==> src/rtl/hero_write_rx.sv <==
// Frames hero write beats into transactions, buffers them and presents them valid/ready.
// Latency: 1 cycle from qualified beat to FIFO head. Backpressure: none upstream; a full FIFO drops the beat and flags overflow.
// Optional HERO_WRITE_RX_STATS_EN builds the live closed-transaction counter on txn_count_o.

module hero_write_rx_fifo #(
    parameter int W     = 8,
    parameter int DEPTH = 8
) (
    input  logic                         clk,
    input  logic                         rst,
    input  logic                         in_vld,
    input  logic [W-1:0]                 in_dat,
    output logic                         in_drop,
    output logic                         out_vld,
    input  logic                         out_rdy,
    output logic [W-1:0]                 out_dat,
    output logic [$clog2(DEPTH+1)-1:0]   fill
);
    localparam int AW = $clog2(DEPTH);
    localparam int CW = $clog2(DEPTH+1);
    localparam logic [CW-1:0] FULL_CNT = CW'(DEPTH);

    logic [W-1:0]  mem [DEPTH];
    logic [AW-1:0] wr_ptr, rd_ptr;
    logic [CW-1:0] cnt;
    logic          full, pop, push_ok;

    assign full    = (cnt == FULL_CNT);
    assign out_vld = (cnt != '0);
    assign pop     = out_vld & out_rdy;
    // A pop frees the slot in the same cycle, so a full FIFO still accepts.
    assign push_ok = in_vld & (~full | pop);
    assign in_drop = in_vld & full & ~pop;
    assign out_dat = out_vld ? mem[rd_ptr] : '0;
    assign fill    = cnt;

    always_ff @(posedge clk) begin
        if (push_ok) mem[wr_ptr] <= in_dat;
    end

    always_ff @(posedge clk) begin
        if (rst) begin
            wr_ptr <= '0;
            rd_ptr <= '0;
            cnt    <= '0;
        end else begin
            if (push_ok) wr_ptr <= wr_ptr + 1'b1;
            if (pop)     rd_ptr <= rd_ptr + 1'b1;
            case ({push_ok, pop})
                2'b10:   cnt <= cnt + 1'b1;
                2'b01:   cnt <= cnt - 1'b1;
                default: cnt <= cnt;
            endcase
        end
    end
endmodule

module hero_write_rx #(
    parameter int DEPTH     = 8,
    parameter int MAX_BEATS = 16
) (
    input  logic                           clk,
    input  logic                           rst,
    input  logic [45:0]                    hero_wr_i,
    output logic                           out_valid_o,
    input  logic                           out_ready_i,
    output logic [35:0]                    out_wdat_o,
    output logic [6:0]                     out_sub_o,
    output logic                           out_last_o,
    output logic [$clog2(MAX_BEATS)-1:0]   out_beat_idx_o,
    output logic [$clog2(DEPTH+1)-1:0]     fill_o,
    output logic [15:0]                    txn_count_o,
    input  logic                           err_clr_i,
    output logic                           err_illegal_o,
    output logic                           err_len_o,
    output logic                           err_overflow_o
);
    localparam int IW = $clog2(MAX_BEATS);
    localparam int EW = 36 + 7 + 1 + IW;
    localparam logic [1:0] CT_VALID   = 2'd1;
    localparam logic [1:0] CT_DONE    = 2'd2;
    localparam logic [1:0] CT_ILLEGAL = 2'd3;
    localparam logic [1:0] ST_IDLE    = 2'd0;
    localparam logic [1:0] ST_ACTIVE  = 2'd1;
    localparam logic [1:0] ST_DROP    = 2'd2;
    localparam logic [IW-1:0] IDX_MAX = IW'(MAX_BEATS - 1);

    logic [1:0]    ct;
    logic [35:0]   wdat;
    logic [6:0]    sub;
    logic          en;
    logic [1:0]    state, nxt_state;
    logic [IW-1:0] idx_q, nxt_idx, push_idx;
    logic          push, push_last, txn_inc, len_set, ill_set, ovf_set;
    logic [EW-1:0] head_dat;

    assign ct   = hero_wr_i[45:44];
    assign wdat = hero_wr_i[43:8];
    assign sub  = hero_wr_i[7:1];
    assign en   = hero_wr_i[0];

    always_comb begin
        push      = 1'b0;
        push_last = 1'b0;
        push_idx  = '0;
        nxt_state = state;
        nxt_idx   = idx_q;
        txn_inc   = 1'b0;
        len_set   = 1'b0;
        ill_set   = 1'b0;
        if (en) begin
            if (ct == CT_ILLEGAL) begin
                ill_set = 1'b1;
            end else begin
                case (state)
                    ST_IDLE: begin
                        if (ct == CT_VALID) begin
                            push      = 1'b1;
                            nxt_idx   = '0;
                            nxt_state = ST_ACTIVE;
                        end else if (ct == CT_DONE) begin
                            push      = 1'b1;
                            push_last = 1'b1;
                            txn_inc   = 1'b1;
                        end
                    end
                    ST_ACTIVE: begin
                        push_idx = idx_q + 1'b1;
                        if (ct == CT_VALID) begin
                            push    = 1'b1;
                            nxt_idx = push_idx;
                            // The final permitted beat closes the transaction itself.
                            if (push_idx == IDX_MAX) begin
                                push_last = 1'b1;
                                len_set   = 1'b1;
                                txn_inc   = 1'b1;
                                nxt_state = ST_DROP;
                            end
                        end else if (ct == CT_DONE) begin
                            push      = 1'b1;
                            push_last = 1'b1;
                            txn_inc   = 1'b1;
                            nxt_state = ST_IDLE;
                        end
                    end
                    ST_DROP: begin
                        if (ct == CT_DONE) nxt_state = ST_IDLE;
                    end
                    default: nxt_state = ST_IDLE;
                endcase
            end
        end
    end

    always_ff @(posedge clk) begin
        if (rst) begin
            state          <= ST_IDLE;
            idx_q          <= '0;
            err_illegal_o  <= 1'b0;
            err_len_o      <= 1'b0;
            err_overflow_o <= 1'b0;
        end else begin
            state          <= nxt_state;
            idx_q          <= nxt_idx;
            err_illegal_o  <= (err_illegal_o  & ~err_clr_i) | ill_set;
            err_len_o      <= (err_len_o      & ~err_clr_i) | len_set;
            err_overflow_o <= (err_overflow_o & ~err_clr_i) | ovf_set;
        end
    end

    hero_write_rx_fifo #(.W(EW), .DEPTH(DEPTH)) u_fifo (
        .clk     (clk),
        .rst     (rst),
        .in_vld  (push),
        .in_dat  ({wdat, sub, push_last, push_idx}),
        .in_drop (ovf_set),
        .out_vld (out_valid_o),
        .out_rdy (out_ready_i),
        .out_dat (head_dat),
        .fill    (fill_o)
    );

    assign out_wdat_o     = head_dat[EW-1 -: 36];
    assign out_sub_o      = head_dat[IW+7 -: 7];
    assign out_last_o     = head_dat[IW];
    assign out_beat_idx_o = head_dat[IW-1:0];

`ifdef HERO_WRITE_RX_STATS_EN
    logic [15:0] txn_q;
    always_ff @(posedge clk) begin
        if (rst)          txn_q <= '0;
        else if (txn_inc) txn_q <= txn_q + 1'b1;
    end
    assign txn_count_o = txn_q;
`else
    logic txn_unused;
    assign txn_unused  = txn_inc;
    assign txn_count_o = '0;
`endif
endmodule

==> config.mk <==
export PLATFORM = sky130hd
export DESIGN_NAME = hero_write_rx
export DESIGN_NICKNAME = d
export VERILOG_FILES = /design/src/rtl/hero_write_rx.sv
export SDC_FILE = /design/constraint.sdc
export NUM_CORES = 1
export LEC_CHECK = 0
export BUFFER_PORTS_ARGS = -buffer_cell sky130_fd_sc_hd__buf_4
export CAP_MARGIN = 20
export CORE_ASPECT_RATIO = 0.6
export CORE_MARGIN = 5
export CORE_UTILIZATION = 44
export DETAILED_ROUTE_END_ITERATION = 7
export PLACE_DENSITY = 0.65
export REMOVE_ABC_BUFFERS = 1
export SYNTH_ARGS = -nofsm -noshare
export SYNTH_HDL_FRONTEND = slang
export SYNTH_SLANG_ARGS = --single-unit
export TNS_END_PERCENT = 5
==> constraint.sdc <==
create_clock -name clk -period 12.2 [get_ports clk]
set_clock_uncertainty 0.1 [all_clocks]
set_input_delay 1.83 -clock clk [delete_from_list [all_inputs] [get_ports clk]]
set_output_delay 1.83 -clock clk [all_outputs]
set_load 0.01 [all_outputs]
=== Word level (Yosys, flattened, before mapping) ===
Memories as Yosys holds them, arrays and structs flattened. A register that Yosys moved wholly into a read port is not among the register bits.
Cells that the tools add are included.

* Add/subtract/negate cells: 5
* Equal/unequal tests: 12
* Mux-type cells: 34
* Bitwise logic cells: 15
* Reductions and logical operators: 7

{| class="wikitable"
|+ Operator list
! kind !! count
|-
| $mux 48 || 1
|-
| $mux 4 || 5
|-
| $mux 1 || 18
|-
| $pmux 4 s2 || 2
|-
| $add 4x1->4 const B || 2
|-
| $eq 2x2->1 const B || 4
|-
| $eq 4x4->1 const B || 2
|-
| $mux 2 || 4
|-
| $and 1x1->1 || 7
|-
| $add 3x1->3 const B || 2
|-
| $eq 2x1->1 const B || 3
|-
| $mux 3 || 2
|-
| $pmux 2 s3 || 1
|-
| $reduce_and 5->1 || 1
|-
| $ne 2x2->1 const B || 2
|-
| $not 1->1 || 4
|-
| $or 1x1->1 || 4
|-
| $reduce_and 4->1 || 1
|-
| $reduce_bool 2->1 || 2
|-
| $reduce_bool 4->1 || 1
|-
| $sub 4x1->4 const B || 1
|-
| $ne 3x3->1 const B || 1
|-
| $logic_not 2->1 || 1
|-
| $pmux 1 s2 || 1
|-
| $reduce_or 2->1 || 1
|}

* Flip-flop bits (word level): 19
* RAM bits: 384
* Input bits: 50
* Output and inout bits: 72
* Word-level logic and storage cells: 82
* Memories: 1

{| class="wikitable"
|+ Memories
! memory !! depth !! bits a word !! read ports !! clocked after Yosys merged registers in !! write ports !! RTL line !! text
|-
| u_fifo.mem || 8 || 48 || 1 || 1 || 1 || 23 || <nowiki>logic [W-1:0] mem [DEPTH];</nowiki>
|}

=== Depth between registers and ports, before layout ===
* Depth after elaboration: 9
* Gate-level depth with buffers: 12
* Gate-level depth less buffers: 11

=== By module ===
Synthesis repeated with hierarchy kept, for this count alone.

* Cell total of the unflattened synthesis: 796
* Area, all modules: 16035.4 um^2

{| class="wikitable"
|+ Modules (own cells, without submodules)
! module !! times used !! cells each !! area each (um^2) !! seq. area each (um^2)
|-
| hero_write_rx_fifo || 1 || 692 || 15245.9 || 11791.3
|-
| hero_write_rx || 1 || 104 || 789.5 || 180.2
|}

=== Worst setup path before layout ===
OpenSTA, ideal clock, no wires.

* Path type: input port to flip-flop
* Start point: input hero_wr_i[44]
* End point: memory u_fifo.mem[1][0] (netlist name), enable pin
* Setup time: 0.513 ns
* Arrival: 6.158 ns
* Required time: 11.587 ns
* Slack: 5.429 ns
* Cell stages on the path: 6
* Path buffers: 0
* Path through: inv_1 ha_1 nor4b_4 o21ai_2 or2_1 nor3_1

* Cells in the longest elaborated chain, start to end: 9
* Elaborated cells on any way between the ends: 11
* Those cells by class: eq/ne: 3; mux: 7; bitwise: 1

{| class="wikitable"
|+ RTL lines
! item !! RTL line !! text
|-
| start: declaration || 64 || <nowiki>input logic [45:0] hero_wr_i,</nowiki>
|-
| $eq 2x2->1 || 121, 139 ||
|-
| $mux 1 || 121, 139 ||
|-
| $mux 1 || 117 || <nowiki>if (ct == CT_VALID) begin</nowiki>
|-
| $mux 1 || n/a ||
|-
| $mux 1 (*) || 112 || <nowiki>if (ct == CT_ILLEGAL) begin</nowiki>
|-
| $mux 1 (*) || 111 || <nowiki>if (en) begin</nowiki>
|-
| $and 1x1->1 (*) || 32 || <nowiki>assign push_ok = in_vld & (~full | pop);</nowiki>
|-
| $mux 1 (*) || 38 || <nowiki>if (push_ok) mem[wr_ptr] <= in_dat;</nowiki>
|-
| $mux 1 (not written as such) (*) || 38 ||
|-
| end: declaration || 23 ||
|}

Mark *: on every way between the ends. The rest lies on a longest branch, timed or not.

==> results.json <==
{
  "gp_congestion": 0.738,
  "synth-edff-count": 384,
  "rsz0062_at_grt": "no",
  "synth.top_cells.by_area": "edfxtp_1 72%, mux4_2 14%, mux2i_1 3.2%",
  "drv_slew": 0,
  "areaGrowthSynthToFinish_pct": 14.7,
  "drt_iter0_drc": 502,
  "yosys_warnings": 0,
  "avgViaCountPerCell": 5.39,
  "die_h_um": 158,
  "ys.flop_type": "edfxtp_1",
  "die_area_sq_mm": 0.0404,
  "endpoint_kind": "output pin",
  "dr.pass1.iters": 5,
  "critPathKind": "flip-flop to output pin",
  "ant_nets": 0,
  "slew_headroom_pct": 29.2,
  "grt_pass1_vias": 7821,
  "initial_core_util_pct": 44.3,
  "postCtsSetupBuffers": 0,
  "hp-class": "flip-flop to flip-flop",
  "drive_above_1_share_pct": 30.8,
  "portBuffers": 105,
  "r2r_slack_ns": 8.90,
  "start_kind": "flip-flop",
  "finalHoldViolations": 0,
  "pin_count": 122,
  "crit_fanout": 42,
  "dp_hpwl_um": 16600,
  "tritoncts": "done",
  "insertion_delay_ns": 0.52,
  "max_stage_delay_ns": 0.78,
  "core-area_sq_mm": 0.0361,
  "grt_max_degree": 61,
  "max_freq_ghz": 0.177,
  "path_common_cell": "buf_4",
  "vias": 7513,
  "overflow": 0,
  "p_per_area_mw_per_mm2": 188,
  "async_flop_share_pct": 0,
  "synth_seq_cells": 406,
  "status": "completed",
  "cp_data_required_time_ns": 10.27,
  "nNetsFinal": 952,
  "syn_avg_cell_area_sq_um": 20.6,
  "drc": 0,
  "clk_pin_slew_ns": 0.06,
  "finalWirelength_um": 31600,
  "ys_seq_area_share_pct": 74.9,
  "grt_first_pass_wirelength_um": 48300,
  "cts-root-buf": "clkbuf_16",
  "yosysTopAreaCell": "edfxtp_1",
  "synthCells": 776,
  "finalSetupViolations": 0,
  "synth_cell_type_count": 46,
  "holdBufCountCts": 0,
  "track_usage_pct": 15.6,
  "std_cell_rows": 54,
  "power.leakage_nw": 5.86,
  "setup_tns_ns": 0,
  "tightest_slew_ns": 1.06,
  "layout_commonest_cell": "edfxtp_1",
  "fill_cells": 2930,
  "dpl_cell_area_sq_mm": 0.0172,
  "antenna_found_initial": 1,
  "cts.htree.levels": 2,
  "synth.top_cell.area_share_pct": 72.2,
  "cts_num_sinks": 406,
  "netlist_area_sq_mm": 0.0160,
  "cp_slowest_cell": "buf_4",
  "clock_path_buffers": 3,
  "ir_drop_v": 0.000118,
  "period_needed_ns": 5.65,
  "design_area_sq_mm": 0.0183,
  "numCtsBuffers": 36,
  "maxCapViolCount": 0,
  "cp.arrival_ns": 3.72,
  "cts_resized": 0,
  "die_w_um": 256,
  "period_share_pct": 46.3,
  "layout_common_cells": "384 x edfxtp_1, 117 x buf_4, 96 x mux4_2",
  "crit_chain": "buf_4 > buf_4 > mux4_2 > mux2i_1 > nor2_1 > buf_4",
  "wl_per_cell_um": 22.6
}
## kinds of logic after synthesis
| group | count (synthesis) | synth area share, % |
|---|---|---|
| compound gates | 30 | 1.21 |
| xor+xnor | 8 | 0.485 |
| flops | 406 | 74.9 |
| simple gates | 112 | 3.52 |
| fa+ha+maj | 10 | 0.783 |
| buf+inv | 61 | 2.27 |
| other cells | 1 | 0.0235 |
| mux | 148 | 16.8 |
## cell usage after synthesis (3+ instances only)
master,count
buf_6,7
mux2i_1,51
nor2_1,71
inv_1,6
ha_1,10
nand2_1,7
edfxtp_1,384
buf_4,16
clkbuf_1,14
a22oi_1,3
buf_2,17
xor2_1,7
dfxtp_1,22
o21ai_0,6
nor3_1,3
nand3_1,3
mux4_2,96
nor2b_1,5
nand2b_1,7
a21oi_1,8
or3_1,3
## metrics by stage
| stage | cells | utilization, % | total power [mW] | setup slack, ns | hold WS (ns) |
|---|---|---|---|---|---|
| CTS | 1394 | 50.8 | 3.51 | 6.39 | 0.385 |
| detailed placement | 1330 | 47.8 | 2.43 | 6.98 | 0.376 |
| floorplan | 737 | - | 2.16 | 5.37 | 0.348 |
| finish | 1395 | 50.8 | 3.45 | 6.55 | 0.384 |
| global route | 1395 | 50.8 | 3.62 | 6.13 | 0.420 |
| global placement | 1330 | 47.8 | 2.42 | 6.97 | 0.369 |
## layer usage
layer / vias to the layer above / share of wire, % / global-route usage (%)
li1: 3331 / - / -
met1: 3930 / 45 / 21.9
met2: 211 / 48 / 25.6
met3: 41 / 5.8 / 3.62
met4: 0 / 1.6 / 3.21
met5: - / 0 / 0
## where the power goes
part	switching [mW]	internal, mW
Sequential	0.0391	1.55
Combinational	0.391	0.398
Clock	0.491	0.578
Total	0.920	2.53
## area by class of cell
| cell class | count | area [sq um] | area share [%] |
|---|---|---|---|
| inverter | 7 | 26.3 | 0.143 |
| antenna | 1 | 2.50 | 0.0137 |
| tap | 476 | 596 | 3.25 |
| timing repair buffer | 117 | 878 | 4.79 |
| sequential | 406 | 12000 | 65.4 |
| clock buffer | 41 | 941 | 5.13 |
| multi-input combinational | 324 | 3760 | 20.5 |
| clock inverter | 23 | 145 | 0.792 |
## flip-flops by register name, summed over array words and instances (netlist names), named ones only
signal	cells
u_fifo.fill	4
err_len_o	1
u_fifo.wr_ptr	3
u_fifo.rd_ptr	3
err_illegal_o	1
err_overflow_o	1
state	2
u_fifo.mem	384
idx_q	4
## worst max-delay path: cells and delay by family, from the launching register on
| kind | cells | cell delay [ns] |
|---|---|---|
| buffers and inverters | 3 | 1.65 |
| muxes | 2 | 0.78 |
| and+or+nand+nor | 1 | 0.12 |
| DFF | 1 | 0.59 |
## path summary, 6_finish.rpt
check	from	endpoint	cells past startpoint
setup / recovery	flip-flop	out_wdat_o[10]	6
hold / removal	u_fifo.wr_ptr[0]	u_fifo.wr_ptr[0]	2
setup reg to reg	u_fifo.fill[0]	u_fifo.fill[3]	10
hold reg to reg	u_fifo.wr_ptr[0]	u_fifo.wr_ptr[0]	2
Note: power is estimated with default switching activity, not from simulation.
